## config.mk

```make
export PLATFORM = sky130hd
export DESIGN_NAME = truth_table_sweeper
export DESIGN_NICKNAME = d
export VERILOG_FILES = /design/src/rtl/truth_table_sweeper.sv
export SDC_FILE = /design/constraint.sdc
export NUM_CORES = 1
export LEC_CHECK = 0
export ABC_AREA = 1
export BUFFER_PORTS_ARGS = -buffer_cell sky130_fd_sc_hd__buf_2
export CORE_ASPECT_RATIO = 1.5
export CORE_MARGIN = 3
export CORE_UTILIZATION = 53
export DETAILED_ROUTE_END_ITERATION = 8
export PLACE_DENSITY = 0.77
export SLEW_MARGIN = 40
export SYNTH_ARGS = -nofsm -noshare
export SYNTH_HDL_FRONTEND = slang
export SYNTH_SLANG_ARGS = --single-unit
```

## constraint.sdc

```tcl
create_clock -name i_clk -period 1.8 [get_ports i_clk]
set_input_delay 0 -clock i_clk [delete_from_list [all_inputs] [get_ports i_clk]]
set_output_delay 0 -clock i_clk [all_outputs]
set_load 0.02 [all_outputs]
```

## src/rtl/truth_table_sweeper.sv

```systemverilog
// Exhaustive stimulus engine: walks every N_IN-bit vector, compares two implementations' responses.
// Latency: start edge to done = 2^N_IN*(SETTLE+1)+1 cycles; each vector held SETTLE+1 cycles.
// Backpressure: none; start ignored while sweeping, abort stops a sweep and freezes results.
module truth_table_sweeper #(
    parameter int N_IN   = 3,
    parameter int N_OUT  = 1,
    parameter int SETTLE = 1
) (
    input  logic              i_clk,
    input  logic              i_rst_n,
    input  logic              i_start,
    input  logic              i_abort,
    output logic [N_IN-1:0]   o_vec_out,
    output logic              o_vec_valid,
    input  logic [N_OUT-1:0]  i_resp_a,
    input  logic [N_OUT-1:0]  i_resp_b,
    output logic              o_busy,
    output logic              o_done,
    output logic              o_pass,
    output logic [N_IN:0]     o_mismatch_cnt,
    output logic [N_IN-1:0]   o_first_err_vec,
    output logic              o_first_err_vld
);

    typedef enum logic [1:0] {
        S_IDLE  = 2'd0,
        S_APPLY = 2'd1,
        S_DONE  = 2'd2
    } state_t;

    localparam logic [3:0] SETTLE_L = 4'(SETTLE);

    state_t            r_state;
    state_t            w_state_nxt;
    logic [N_IN-1:0]   r_vec;
    logic [3:0]        r_settle;
    logic [N_IN:0]     r_cnt;
    logic [N_IN-1:0]   r_first_vec;
    logic              r_first_vld;
    logic              r_pass;

    logic              w_apply;
    logic              w_accept;
    logic              w_run;
    logic              w_sample;
    logic              w_last;
    logic              w_mis;

    // Abort has priority over sampling so the results freeze exactly where the sweep stopped.
    assign w_apply  = (r_state == S_APPLY);
    assign w_accept = i_start && !w_apply;
    assign w_run    = w_apply && !i_abort;
    assign w_sample = w_run && (r_settle == SETTLE_L);
    assign w_last   = &r_vec;
    assign w_mis    = (i_resp_a != i_resp_b);

    // State register.
    always_ff @(posedge i_clk or negedge i_rst_n) begin
        if (!i_rst_n) begin
            r_state <= S_IDLE;
        end else begin
            r_state <= w_state_nxt;
        end
    end

    // Next-state logic: IDLE/DONE re-arm on start, APPLY ends on last sample or abort.
    always_comb begin
        w_state_nxt = r_state;
        case (r_state)
            S_IDLE:  if (i_start) w_state_nxt = S_APPLY;
            S_APPLY: begin
                if (i_abort)                 w_state_nxt = S_IDLE;
                else if (w_sample && w_last) w_state_nxt = S_DONE;
            end
            S_DONE:  if (i_start) w_state_nxt = S_APPLY;
            default: w_state_nxt = S_IDLE;
        endcase
    end

    // Vector walk, settle timing and result capture; everything holds when not running.
    always_ff @(posedge i_clk or negedge i_rst_n) begin
        if (!i_rst_n) begin
            r_vec       <= '0;
            r_settle    <= '0;
            r_cnt       <= '0;
            r_first_vec <= '0;
            r_first_vld <= 1'b0;
            r_pass      <= 1'b0;
        end else if (w_accept) begin
            r_vec       <= '0;
            r_settle    <= '0;
            r_cnt       <= '0;
            r_first_vec <= '0;
            r_first_vld <= 1'b0;
            r_pass      <= 1'b0;
        end else if (w_sample) begin
            r_settle <= '0;
            if (w_mis) begin
                r_cnt <= r_cnt + 1'b1;
                if (!r_first_vld) begin
                    r_first_vec <= r_vec;
                    r_first_vld <= 1'b1;
                end
            end
            // The final vector stays on the bus; the verdict includes its own sample.
            if (w_last) begin
                r_pass <= (r_cnt == '0) && !w_mis;
            end else begin
                r_vec <= r_vec + 1'b1;
            end
        end else if (w_run) begin
            r_settle <= r_settle + 4'd1;
        end
    end

    assign o_vec_out       = r_vec;
    assign o_vec_valid     = w_apply;
    assign o_busy          = w_apply;
    assign o_done          = (r_state == S_DONE);
    assign o_pass          = r_pass;
    assign o_mismatch_cnt  = r_cnt;
    assign o_first_err_vec = r_first_vec;
    assign o_first_err_vld = r_first_vld;

endmodule

```

## Word-level counts from Yosys, hierarchy flattened

Index checks and enable logic that the tools add are counted.

| operators by class | value |
|---|---|
| muxes and demuxes | 23 |
| reduce and logical (&&, ||, !) cells | 21 |
| eq/ne operators | 8 |
| add/subtract/negate cells | 3 |

Operator list:

| kind | number |
|---|---|
| two-way mux 4 bit | 6 |
| two-way mux 3 bit | 7 |
| adder 4 x 1 -> 4 bit (second input constant) | 2 |
| AND reduction 2 bit | 4 |
| two-way mux 1 bit | 6 |
| two-way mux 2 bit | 3 |
| AND reduction 3 bit | 2 |
| nonzero test 2 bit | 3 |
| logical AND 1 bit | 5 |
| == test 4 x 1 -> 1 bit (second input constant) | 1 |
| zero test 4 bit | 1 |
| != test 2 x 1 -> 1 bit (second input constant) | 2 |
| case mux 2 bit (2 select lines) | 1 |
| adder 3 x 1 -> 3 bit (second input constant) | 1 |
| zero test 1 bit | 3 |
| != test 3 x 2 -> 1 bit (second input constant) | 1 |
| nonzero test 3 bit | 1 |
| == test 2 x 1 -> 1 bit (second input constant) | 1 |
| == test 2 bit (second input constant) | 1 |
| zero test 2 bit | 1 |
| != test 2 bit (second input constant) | 1 |
| OR reduction 2 bit | 1 |
| != test 1 bit | 1 |

| word-level totals | value |
|---|---|
| bits of input ports | 6 |
| output and inout port bits | 15 |
| register bits | 18 |
| logic and storage cells | 62 |

## Depth between registers and ports, before layout

Gate-level depths: netlist (run 1).

| logic depth | value |
|---|---|
| word-level depth | 7 |
| mapped depth | 9 |
| gate-level depth less buffers | 9 |

## Worst setup path before layout (run 1)

No wires, ideal clock.

| timing | value |
|---|---|
| path kind | register -> register |
| start | reg r_settle[1] |
| end | reg r_first_vec[0] (netlist: o_first_err_vec[0]) |
| setup time | 0.117 ns |
| data required time | 1.683 ns |
| setup slack | 0.546 ns |
| arrival | 1.137 ns |
| path buffers | 0 |
| cell stages (with the launch flop) | 10 |
| period minus slack after synthesis | 1.254 ns |
| cells stage by stage | dfrtp_1 inv_1 ha_1 nand2_1 nor2_1 nand2_1 nand2_4 nand2_1 nand2_1 nand2_1 |

| on the way | value |
|---|---|
| longest elaborated chain between the ends | 4 |

Ends and longest elaborated chain:

| what | RTL line | source |
|---|---|---|
| start, declared | 36 | `logic [3:0] r_settle;` |
| start signal, assigned | 112 | `r_settle <= r_settle + 4'd1;` |
| == test 4 x 1 -> 1 bit | 53 | `assign w_sample = w_run && (r_settle == SETTLE_L);` |
| logical AND 1 bit | 53 |  |
| nonzero test 2 bit (no line) | -- |  |
| AND reduction 3 bit (no line) | -- |  |
| end signal, assigned | 101 | `r_first_vec <= r_vec;` |
| end, declared | 38 | `logic [N_IN-1:0] r_first_vec;` |

No other way between the ends.
A chain may end at the register's enable or synchronous reset.

## Final worst setup path (run 1)

| timing | value |
|---|---|
| start | reg r_settle[1] |
| end | reg r_first_vec[2] (netlist: o_first_err_vec[2]) |

Same word-level chain as after synthesis.

==> results of run 1 <==
[logic make-up (layout without fill, tap and decap cells)]
| group | Yosys count | in the layout | share of synthesized area (%) |
|---|---|---|---|
| adders and majority gates | 6 | 6 | 7.264 |
| and+or+nand+nor | 80 | 80 | 36.32 |
| AOI/OAI and AO/OA | 8 | 8 | 3.995 |
| xor gates and xnor gates | 1 | 1 | 0.8476 |
| buffers and inverters | 20 | 45 | 7.989 |
| DFF | 18 | 18 | 43.58 |
[synthesized netlist by cell type]
library cell  number
nor2_4             1
nand3b_2           1
buf_4              2
nor2_1            10
nand3_1            9
inv_1             14
a21oi_1            2
nor2_2             1
o22ai_1            1
dfrtp_1           18
or2_0              1
nand2_2            3
nand3b_1           1
ha_1               6
nand4_1            7
clkinv_1           1
inv_2              3
nand2_1           44
o21ai_1            5
xor2_1             1
nand2_4            2
[per-stage QoR]
step	std cells	total power [mW]
after detailed placement	171	0.7791
after global placement	171	0.7707
final	178	1.018
after CTS	178	1.025
after global routing	178	1.092
after floorplan	133	0.7005
[critical path, cell delays in order (launching register included)]
cell	delay, ns
dfrtp_1	0.42
inv_1	0.08
ha_1	0.16
nand2_1	0.06
nor2_1	0.12
nand2_1	0.11
nand2_4	0.12
nand2_1	0.10
nand2_1	0.08
nand2_1	0.05
[layout make-up]
type                    count  area, um2  share of cell area, %
inverters                  18      67.56                  5.584
repair buffers             23      130.1                  10.75
multi-input cells          95      500.5                  41.37
well taps                  20      25.02                  2.068
clock buffers               4      36.28                  2.999
flip-flops and latches     18      450.4                  37.23
[worst paths after layout]
| kind | slack, ns | to | start | depth (start not counted) |
|---|---|---|---|---|
| worst max-delay path | 0.41 | o_first_err_vec[2] | r_settle[1] | 9 |
| worst min-delay path | 0.16 | r_state[1] | i_rst_n | 2 |
| worst max register to register | 0.41 | o_first_err_vec[2] | r_settle[1] | 9 |
| worst min register to register | 0.48 | o_first_err_vec[1] | o_first_err_vec[1] | 2 |
| max in group asynchronous | 1.35 | r_settle[1] | i_rst_n | 2 |
| min in group i_clk | 0.22 | o_first_err_vec[2] | i_resp_b | 6 |
[layer usage]
layer / GRT usage [%] / vias up / wire length, um
met3: 1.807 / 4 / 73
met2: 35.18 / 18 / 1067
met5: 0 / - / 0
met4: 5.778 / 0 / 29
li1: - / 469 / -
met1: 19.70 / 428 / 885
[state kept, by name, indices dropped and copies added, names as in the netlist]
signal,flops
r_settle,4
o_vec_out,3
o_pass,1
r_state,2
o_mismatch_cnt,4
o_first_err_vld,1
o_first_err_vec,3
[repair_timing]
item                                    CTS  global route
endpoints found under the hold margin    19             0
hold buffers                              3             0
endpoints found under the setup margin    0             0
resized for setup                         0             0
[power by group through the flow]
stage	combinational (mW)	sequential [mW]	clock [mW]
after floorplan	0.177	0.524	0
final	0.281	0.493	0.244
after global placement	0.273	0.498	0
after global routing	0.321	0.503	0.269
after CTS	0.284	0.494	0.248
after detailed placement	0.277	0.502	0
==> metrics, run 1 <==
status=finished, final reports clean; final worst slack=0.4137 ns; clk_lat worst skew=0.29 ns; Synth Register Bits=18; Finished Cell Area=roughly 1200 um2; largest cells by area after synthesis=dfrtp_1 (44%), nand2_1 (16%), ha_1 (7.3%); vias=919; switching power total=0.3530 mW; hold slack=0.1632 ns; Netlist cell types=21; peak supply drop=0.0006282 V; final net count=171; Pint=0.6653 mW; Max Clock Skew=0.001110 ns; Sw Share=34.67%; Die Y=between 60 and 70 um; leak pwr=0.7039 nW; yosys synthesis warning count=0; clock-pin slew on the worst setup and hold paths=0.10 ns; post-synth top area cell=dfrtp_1; worst-margin pin slew=0.4093 ns; clk root buf=clkbuf_4; Mapped Nets=between 100 and 150; fmax=0.7213 GHz; CP Launch Type=register; initial DRC count=17; Pins Over Slew Limit=0; initial antenna violation count=0; GPL Wtd Cong=0.8376; Avg Cell Area, Syn=slightly below 8 um2; post-detail-place hpwl=1560 um; CP Data Arrival Time=between 1.5 and 2 ns; grt total ovfl=0; most frequent cells in the layout=nand2_1 (44), buf_2 (20), dfrtp_1 (18), inv_1 (14), nor2_1 (10); top-area cell type share of the netlist area=43.58%; maximum root-to-sink buffer count=2; RSZ-0062 raised after global routing=no; Clock power frac=24.0%; ant diodes=0; sequential cell area fraction in the yosys report=43.58%; WP data required=1.99 ns; Tot GR Track Use=17.83%; drt via density=roughly 5.2; fill count=157; Placeable Area=~1700 um2; CP Max Fanout=8; Routed WL per cell=11.55 um; Pwr Density=about 840 nW/um2; period utilization=77.02%; first-pass GRT wire length=3532 um; min Tclk post-route=1.386 ns; Hold Violations, Final=0; die width=42.06 um; H-tree Lvls=1; Mapped Cells=133; Area after DPL=1144 um2; share of layout cells above drive strength 1=22.15%; Post-Place Worst Slack=approximately 0.42 ns; Layout Utilization=69.77%; Reg power frac=about 48%; starting density of the core=59.60%; Setup crit end kind=register; combinational share of power=27.6%; final wirelength=slightly above 2000 um; post-synthesis cell area=1033 um2; FP Rows=18; max_cap viols=0; vias in the first global route=between 800 and 900; total CTS buffers=3; die area=2527 um2; io pins=21; drt drc=0; CTS tree=built; largest net degree at the start of global routing=19; P&R area growth vs syn=17.07%; Pre-Repair DR Iteration Count=5; relative slew slack=72.71%; commonest non-fill, non-tap cell in the layout=nand2_1; Setup violations, final=0; post-route ant nets=0; Setup Fix Bufs, Post-CTS=0; Worst Setup Path Type=register to register; Clock Sinks=18; Hold/Removal Path Class=input port to asynchronous set/reset pin; Port-buffer cells=20; setup TNS=0 ns
(Power assumes the default switching activity.)
==> run 2: changes to the inputs <==
==> constraint.sdc (replaced) <==
create_clock -name i_clk -period 1.34 [get_ports i_clk]
set_input_delay 0 -clock i_clk [delete_from_list [all_inputs] [get_ports i_clk]]
set_output_delay 0 -clock i_clk [all_outputs]
set_load 0.02 [all_outputs]
==> run 2 against run 1 <==
Effect of this change:
- clock power rose by 33%
- clock skew barely moved
- critical endpoint is now o_mismatch_cnt[1]
- sequential share of layout area fell by 2.8 points
==> metrics, run 2 (synthesized netlist as in run 1, its figures left out) <==
drt via density=5.301 (was 5.163); Hold/Removal Path Class=input port to register (was input port to asynchronous set/reset pin); final wirelength=2355 um (was 2056 um); Placeable Area=1734 um2 (unchanged); relative slew slack=73.25% (was 72.71%); most frequent cells in the layout=nand2_1 (40), buf_2 (20), dfrtp_1 (18), inv_1 (13) (was nand2_1 (44), buf_2 (20), dfrtp_1 (18), inv_1 (14), nor2_1 (10)); Pre-Repair DR Iteration Count=4 (was 5); Pwr Density=1148 nW/um2 (was 841.6 nW/um2); min Tclk post-route=1.288 ns (was 1.386 ns); CP Launch Type=register (unchanged); Routed WL per cell=12.87 um (was 11.55 um); crit-path leading delay family=simple AND/OR/NAND/NOR gates (unchanged); Tot GR Track Use=19.78% (was 17.83%); commonest non-fill, non-tap cell in the layout=nand2_1 (unchanged); Pins Over Slew Limit=0 (unchanged); peak supply drop=0.0007068 V (was 0.0006282 V); crit-path max cell delay=0.40 ns (was 0.42 ns); Die Y=60.09 um (unchanged); switching power total=0.5364 mW (was 0.3530 mW); initial antenna violation count=0 (unchanged); largest net degree at the start of global routing=19 (unchanged); grt total ovfl=0 (unchanged); first-pass GRT wire length=3877 um (was 3532 um); worst-margin pin slew=0.4013 ns (was 0.4093 ns); die width=42.06 um (unchanged); combinational share of power=34.1% (was 27.6%); Reg power frac=44.2% (was 48.4%); ant diodes=0 (unchanged); Worst Setup Path Type=register to register (unchanged); Port-buffer cells=20 (unchanged); setup TNS=0 ns (unchanged); CP Max Fanout=8 (unchanged); Setup crit end kind=register (unchanged); final net count=176 (was 171); H-tree Lvls=1 (unchanged); vias=970 (was 919); initial DRC count=12 (was 17); CP Data Arrival Time=1.48 ns (was 1.58 ns); Setup violations, final=0 (unchanged); post-detail-place hpwl=1640 um (was 1560 um); CTS tree=built (unchanged); Sw Share=35.74% (was 34.67%); post-route ant nets=0 (unchanged); drt drc=0 (unchanged); Finished Cell Area=1308 um2 (was 1210 um2); Hold Violations, Final=0 (unchanged); WP data required=1.53 ns (was 1.99 ns); Power Total=1.501 mW (was 1.018 mW); clk_lat worst skew=0.29 ns (about the same); max_cap viols=0 (unchanged); total CTS buffers=3 (unchanged); die area=2527 um2 (unchanged); share of layout cells above drive strength 1=30.06% (was 22.15%); starting density of the core=59.60% (unchanged); FP Rows=18 (unchanged); GPL Wtd Cong=0.8559 (was 0.8376); Clock Sinks=18 (unchanged); CP max stage cell=dfrtp_1 (unchanged); Layout Utilization=75.40% (was 69.77%); status=finished, final reports clean (unchanged); io pins=21 (unchanged); Area after DPL=1166 um2 (was 1144 um2); CP cell instances=inv_2, ha_4, nand2_2, nor2_4, nand2_2, nand2_4, nand2_4, nand2_1, nand2_1 (was inv_1, ha_1, nand2_1, nor2_1, nand2_1, nand2_4, nand2_1, nand2_1, nand2_1); Buf+Inv Stages, Crit Path=1 (unchanged); fmax=0.7767 GHz (was 0.7213 GHz); vias in the first global route=918 (was 869); maximum root-to-sink buffer count=2 (unchanged); clk root buf=clkbuf_4 (unchanged); Pint=0.9644 mW (was 0.6653 mW); period utilization=96.09% (was 77.02%); P&R area growth vs syn=26.51% (was 17.07%); Max Clock Skew=0.001548 ns (was 0.001110 ns); leak pwr=0.7434 nW (was 0.7039 nW); Clock power frac=21.6% (was 24.0%); clock-pin slew on the worst setup and hold paths=0.10 ns (about the same)
-- run 2: area by class of cell --
class,instances,area [um2]
inverters,18,67.56
well taps,20,25.02
repair buffers,28,165.2
multi-input cells,95,563.0
fillers,136,426.7
flip-flops and latches,18,450.4
clock buffers,4,36.28
-- run 2: repair_timing --
item / 4_1_cts / 5_1_grt
pin swaps: 5 / 2
setup buffers: 1 / 2
gates resized for setup: 8 / 7
endpoints found under the setup margin: 8 / 14
hold endpoints to repair: 19 / 0
hold buffers: 2 / 0
-- run 2: metrics by stage --
stage               hold WS (ns)  cells  worst slack, ns
floorplan                -0.2956    133          0.08618
global placement        -0.05387    174          0.05697
detailed placement      -0.04718    174         -0.01522
CTS                    0.0007656    181          0.01041
global route             0.01398    183         -0.03702
finish                   0.02855    183          0.05244
-- run 2: per-layer routing --
metal	GRT usage, %	part of all wire [%]	vias to the layer above
li1	-	-	482
met1	23.33	39	448
met2	35.18	54	31
met3	2.108	4.0	9
met4	10.67	3.1	0
met5	0	0	-
-- run 2: power groups by stage --
stage	clock [mW]	sequential, mW	combinational (mW)
after floorplan	0	0.703	0.238
after global routing	0.369	0.674	0.566
after global placement	0	0.660	0.404
final	0.325	0.664	0.512
after CTS	0.337	0.659	0.469
after detailed placement	0	0.665	0.419
-- run 2: path summary, 6_finish.rpt --
| check | start | endpoint | slack, ns | depth (start not counted) |
|---|---|---|---|---|
| min in group asynchronous | i_rst_n | o_pass | 0.16 | 2 |
| worst max register to register | r_settle[1] | o_mismatch_cnt[1] | 0.05 | 9 |
| worst min-delay path | i_abort | r_state[0] | 0.03 | 4 |
| worst min register to register | o_first_err_vec[2] | o_first_err_vec[2] | 0.48 | 2 |
| worst max-delay path | r_settle[1] | o_mismatch_cnt[1] | 0.05 | 9 |
| max in group asynchronous | i_rst_n | o_vec_out[1] | 0.90 | 2 |
-- run 2: tightest hold or removal path: cells and delay by family --
family / cells / cell delay (ns)
buffers and inverters: 1 / 0.11
and+or+nand+nor: 2 / 0.11
AOI/OAI and AO/OA: 1 / 0.06
==> run 3: changes to the inputs <==
--- a/config.mk
+++ b/config.mk
@@ -11,6 +11,7 @@
 export CORE_MARGIN = 3
 export CORE_UTILIZATION = 53
 export DETAILED_ROUTE_END_ITERATION = 8
+export GPL_TIMING_DRIVEN = 0
 export PLACE_DENSITY = 0.77
 export SLEW_MARGIN = 40
 export SYNTH_ARGS = -nofsm -noshare
==> run 3 against run 2 <==
Effect of this change:
- routed wire length shrank 0.13%
- sequential share of layout area shrank 0.84 points
- critical endpoint is now o_first_err_vec[0]
- combinational power grew 11%
- largest cell class unchanged
- count of clock-buffer cells in the layout shrank 1
- critical path depth is the same
- global-route usage shrank 0.40 points
==> metrics, run 3 (synthesized netlist as in run 1, its figures left out) <==
Clock power frac=17.5% (was 21.6%); peak supply drop=0.0009312 V (was 0.0007068 V); drt drc=0 (unchanged); max_cap viols=0 (unchanged); CP Data Arrival Time=1.56 ns (was 1.48 ns); Sw Share=36.79% (was 35.74%); worst reg-to-reg setup slack=0.02 ns (was 0.05 ns); fill count=126 (was 136); starting density of the core=59.60% (unchanged); Pwr Density=1111 nW/um2 (was 1148 nW/um2); worst-margin pin slew=0.4140 ns (was 0.4013 ns); Clock Sinks=18 (unchanged); Hold Violations, Final=0 (unchanged); clk root buf=clkbuf_4 (unchanged); metal3 WL=82 um (was 95 um); Hold/Removal Path Class=input port to asynchronous set/reset pin (was input port to register); maximum root-to-sink buffer count=2 (unchanged); Pre-Repair DR Iteration Count=4 (unchanged); Pins Over Slew Limit=0 (unchanged); met1 wire length=969 um (was 921 um); leak pwr=0.7550 nW (was 0.7434 nW); min Tclk post-route=1.323 ns (was 1.288 ns); status=finished, final reports clean (unchanged); ant diodes=0 (unchanged); FP Rows=18 (unchanged); final worst slack=0.01697 ns (was 0.05244 ns); Port-buffer cells=20 (unchanged); CP Launch Type=register (unchanged); total CTS buffers=3 (unchanged); Max Clock Skew=0.009425 ns (was 0.001548 ns); Reg power frac=44.6% (was 44.2%); final net count=180 (was 176); CTS tree=built (unchanged); setup TNS=0 ns (unchanged); Placeable Area=1734 um2 (unchanged); top sig layer=met4 (unchanged); WP data required=1.58 ns (was 1.53 ns); Critical Path End=o_first_err_vec[0] (was o_mismatch_cnt[1]); post-detail-place hpwl=1531 um (was 1640 um); GPL Wtd Cong=0.8305 (was 0.8559); P&R area growth vs syn=30.02% (was 26.51%); r2r endpoint=o_first_err_vec[0] (was o_mismatch_cnt[1]); post-route ant nets=0 (unchanged); die width=42.06 um (unchanged); first-pass GRT wire length=3829 um (was 3877 um); cells on worst reg2reg path=9 (unchanged); clock-pin slew on the worst setup and hold paths=0.10 ns (about the same); share of layout cells above drive strength 1=35.54% (was 30.06%); final wirelength=2352 um (was 2355 um); combinational share of power=37.9% (was 34.1%); H-tree Lvls=1 (unchanged); Worst Setup Path Type=register to register (unchanged); relative slew slack=72.40% (was 73.25%); largest net degree at the start of global routing=19 (unchanged); initial DRC count=11 (was 12); initial antenna violation count=0 (unchanged); Setup violations, final=0 (unchanged); Routed WL per cell=12.65 um (was 12.87 um); CP Max Fanout=6 (was 8); io pins=21 (unchanged); Tot GR Track Use=19.38% (was 19.78%); Layout Utilization=77.49% (was 75.40%); commonest non-fill, non-tap cell in the layout=nand2_1 (unchanged); Setup crit end kind=register (unchanged); area of the multi-input gates=571.8 um2 (was 563.0 um2); CP Launch Point=r_settle[1] (unchanged); switching power total=0.5495 mW (was 0.5364 mW); R2R Path Start=r_settle[1] (unchanged); Post-Place Worst Slack=-0.05181 ns (was -0.01522 ns); placed insts=173 (was 174); Die Y=60.09 um (unchanged); grt total ovfl=0 (unchanged); met2 wire len=1256 um (was 1266 um); clk_lat worst skew=0.29 ns (about the same); vias in the first global route=995 (was 918); die area=2527 um2 (unchanged); most frequent cells in the layout=nand2_1 (36), buf_2 (20), dfrtp_1 (17), inv_1 (13) (was nand2_1 (40), buf_2 (20), dfrtp_1 (18), inv_1 (13)); RSZ-0062 raised after global routing=yes; vias=976 (was 970); drt via density=5.247 (was 5.301); FF/Latch Area=451.7 um2 (was 450.4 um2); final non-filler cell total=186 (was 183); period utilization=98.73% (was 96.09%); Pint=0.9440 mW (was 0.9644 mW); fmax=0.7558 GHz (was 0.7767 GHz)
## run 3: changes by cell type in the layout (fill, tap and decap cells not counted), moves of 2 or more
cell / change
buf_6: +2
nand2_2: +4
nor2_2: +2
nand3_2: +2
nand2_1: -4
nand3_1: -2
## run 3: layout make-up
type                       count  area share [%]
tap                           20           1.862
inverter                      18           5.028
buffer                         2           1.117
timing repair buffer          30           14.15
multi-input combinational     95           42.55
sequential                    18           33.61
clock buffer                   3           1.676
## run 3: metal layers
metal  up-vias  GRT usage [%]
met5         -              0
met4         0          10.67
met3         4          2.711
met2        15          35.40
met1       467          21.51
li1        490              -
## run 3: repair_timing
item	in CTS	in global routing
pin swaps	2	9
setup buffers	2	5
hold buffers	3	0
endpoints found under the hold margin	19	0
gates cloned	0	0
resized for setup	1	22
endpoints found under the setup margin	13	14
## run 3: worst min-delay path by stage
stage | start | endpoint | cells past startpoint
after detailed placement | i_rst_n | r_state[1] | 1
after global placement | i_rst_n | r_state[1] | 1
final | i_rst_n | o_vec_out[2] | 2
after floorplan | i_rst_n | o_first_err_vec[0] | 0
after CTS | i_rst_n | r_settle[3] | 2
after global routing | i_rst_n | r_settle[1] | 2
## run 3: worst max-delay path, cell delays in order, from the launching register on
cell and delay (ns):
dfrtp_1 0.41, inv_2 0.08, ha_4 0.15, nand2_4 0.05, nor2_4 0.12, nand2_2 0.07
nand2_4 0.12, buf_6 0.12, nand3_2 0.07, nand2_1 0.08
## run 3: power by group through the flow
stage	combinational, mW	sequential (mW)	clock [mW]
3_5_place_dp	0.387	0.676	0
4_1_cts	0.434	0.654	0.269
6_report	0.566	0.666	0.262
2_1_floorplan	0.238	0.703	0
5_1_grt	0.624	0.673	0.284
3_3_place_gp	0.378	0.673	0
## run 3: metrics by stage
| stage | hold WS (ns) | area, um2 | total power [mW] |
|---|---|---|---|
| after floorplan | -0.2956 | 1033 | 0.9409 |
| after global placement | -0.04723 | 1159 | 1.051 |
| after detailed placement | -0.04602 | 1159 | 1.062 |
| after CTS | 0.1690 | 1229 | 1.357 |
| after global routing | 0.1874 | 1344 | 1.581 |
| final | 0.1624 | 1344 | 1.493 |
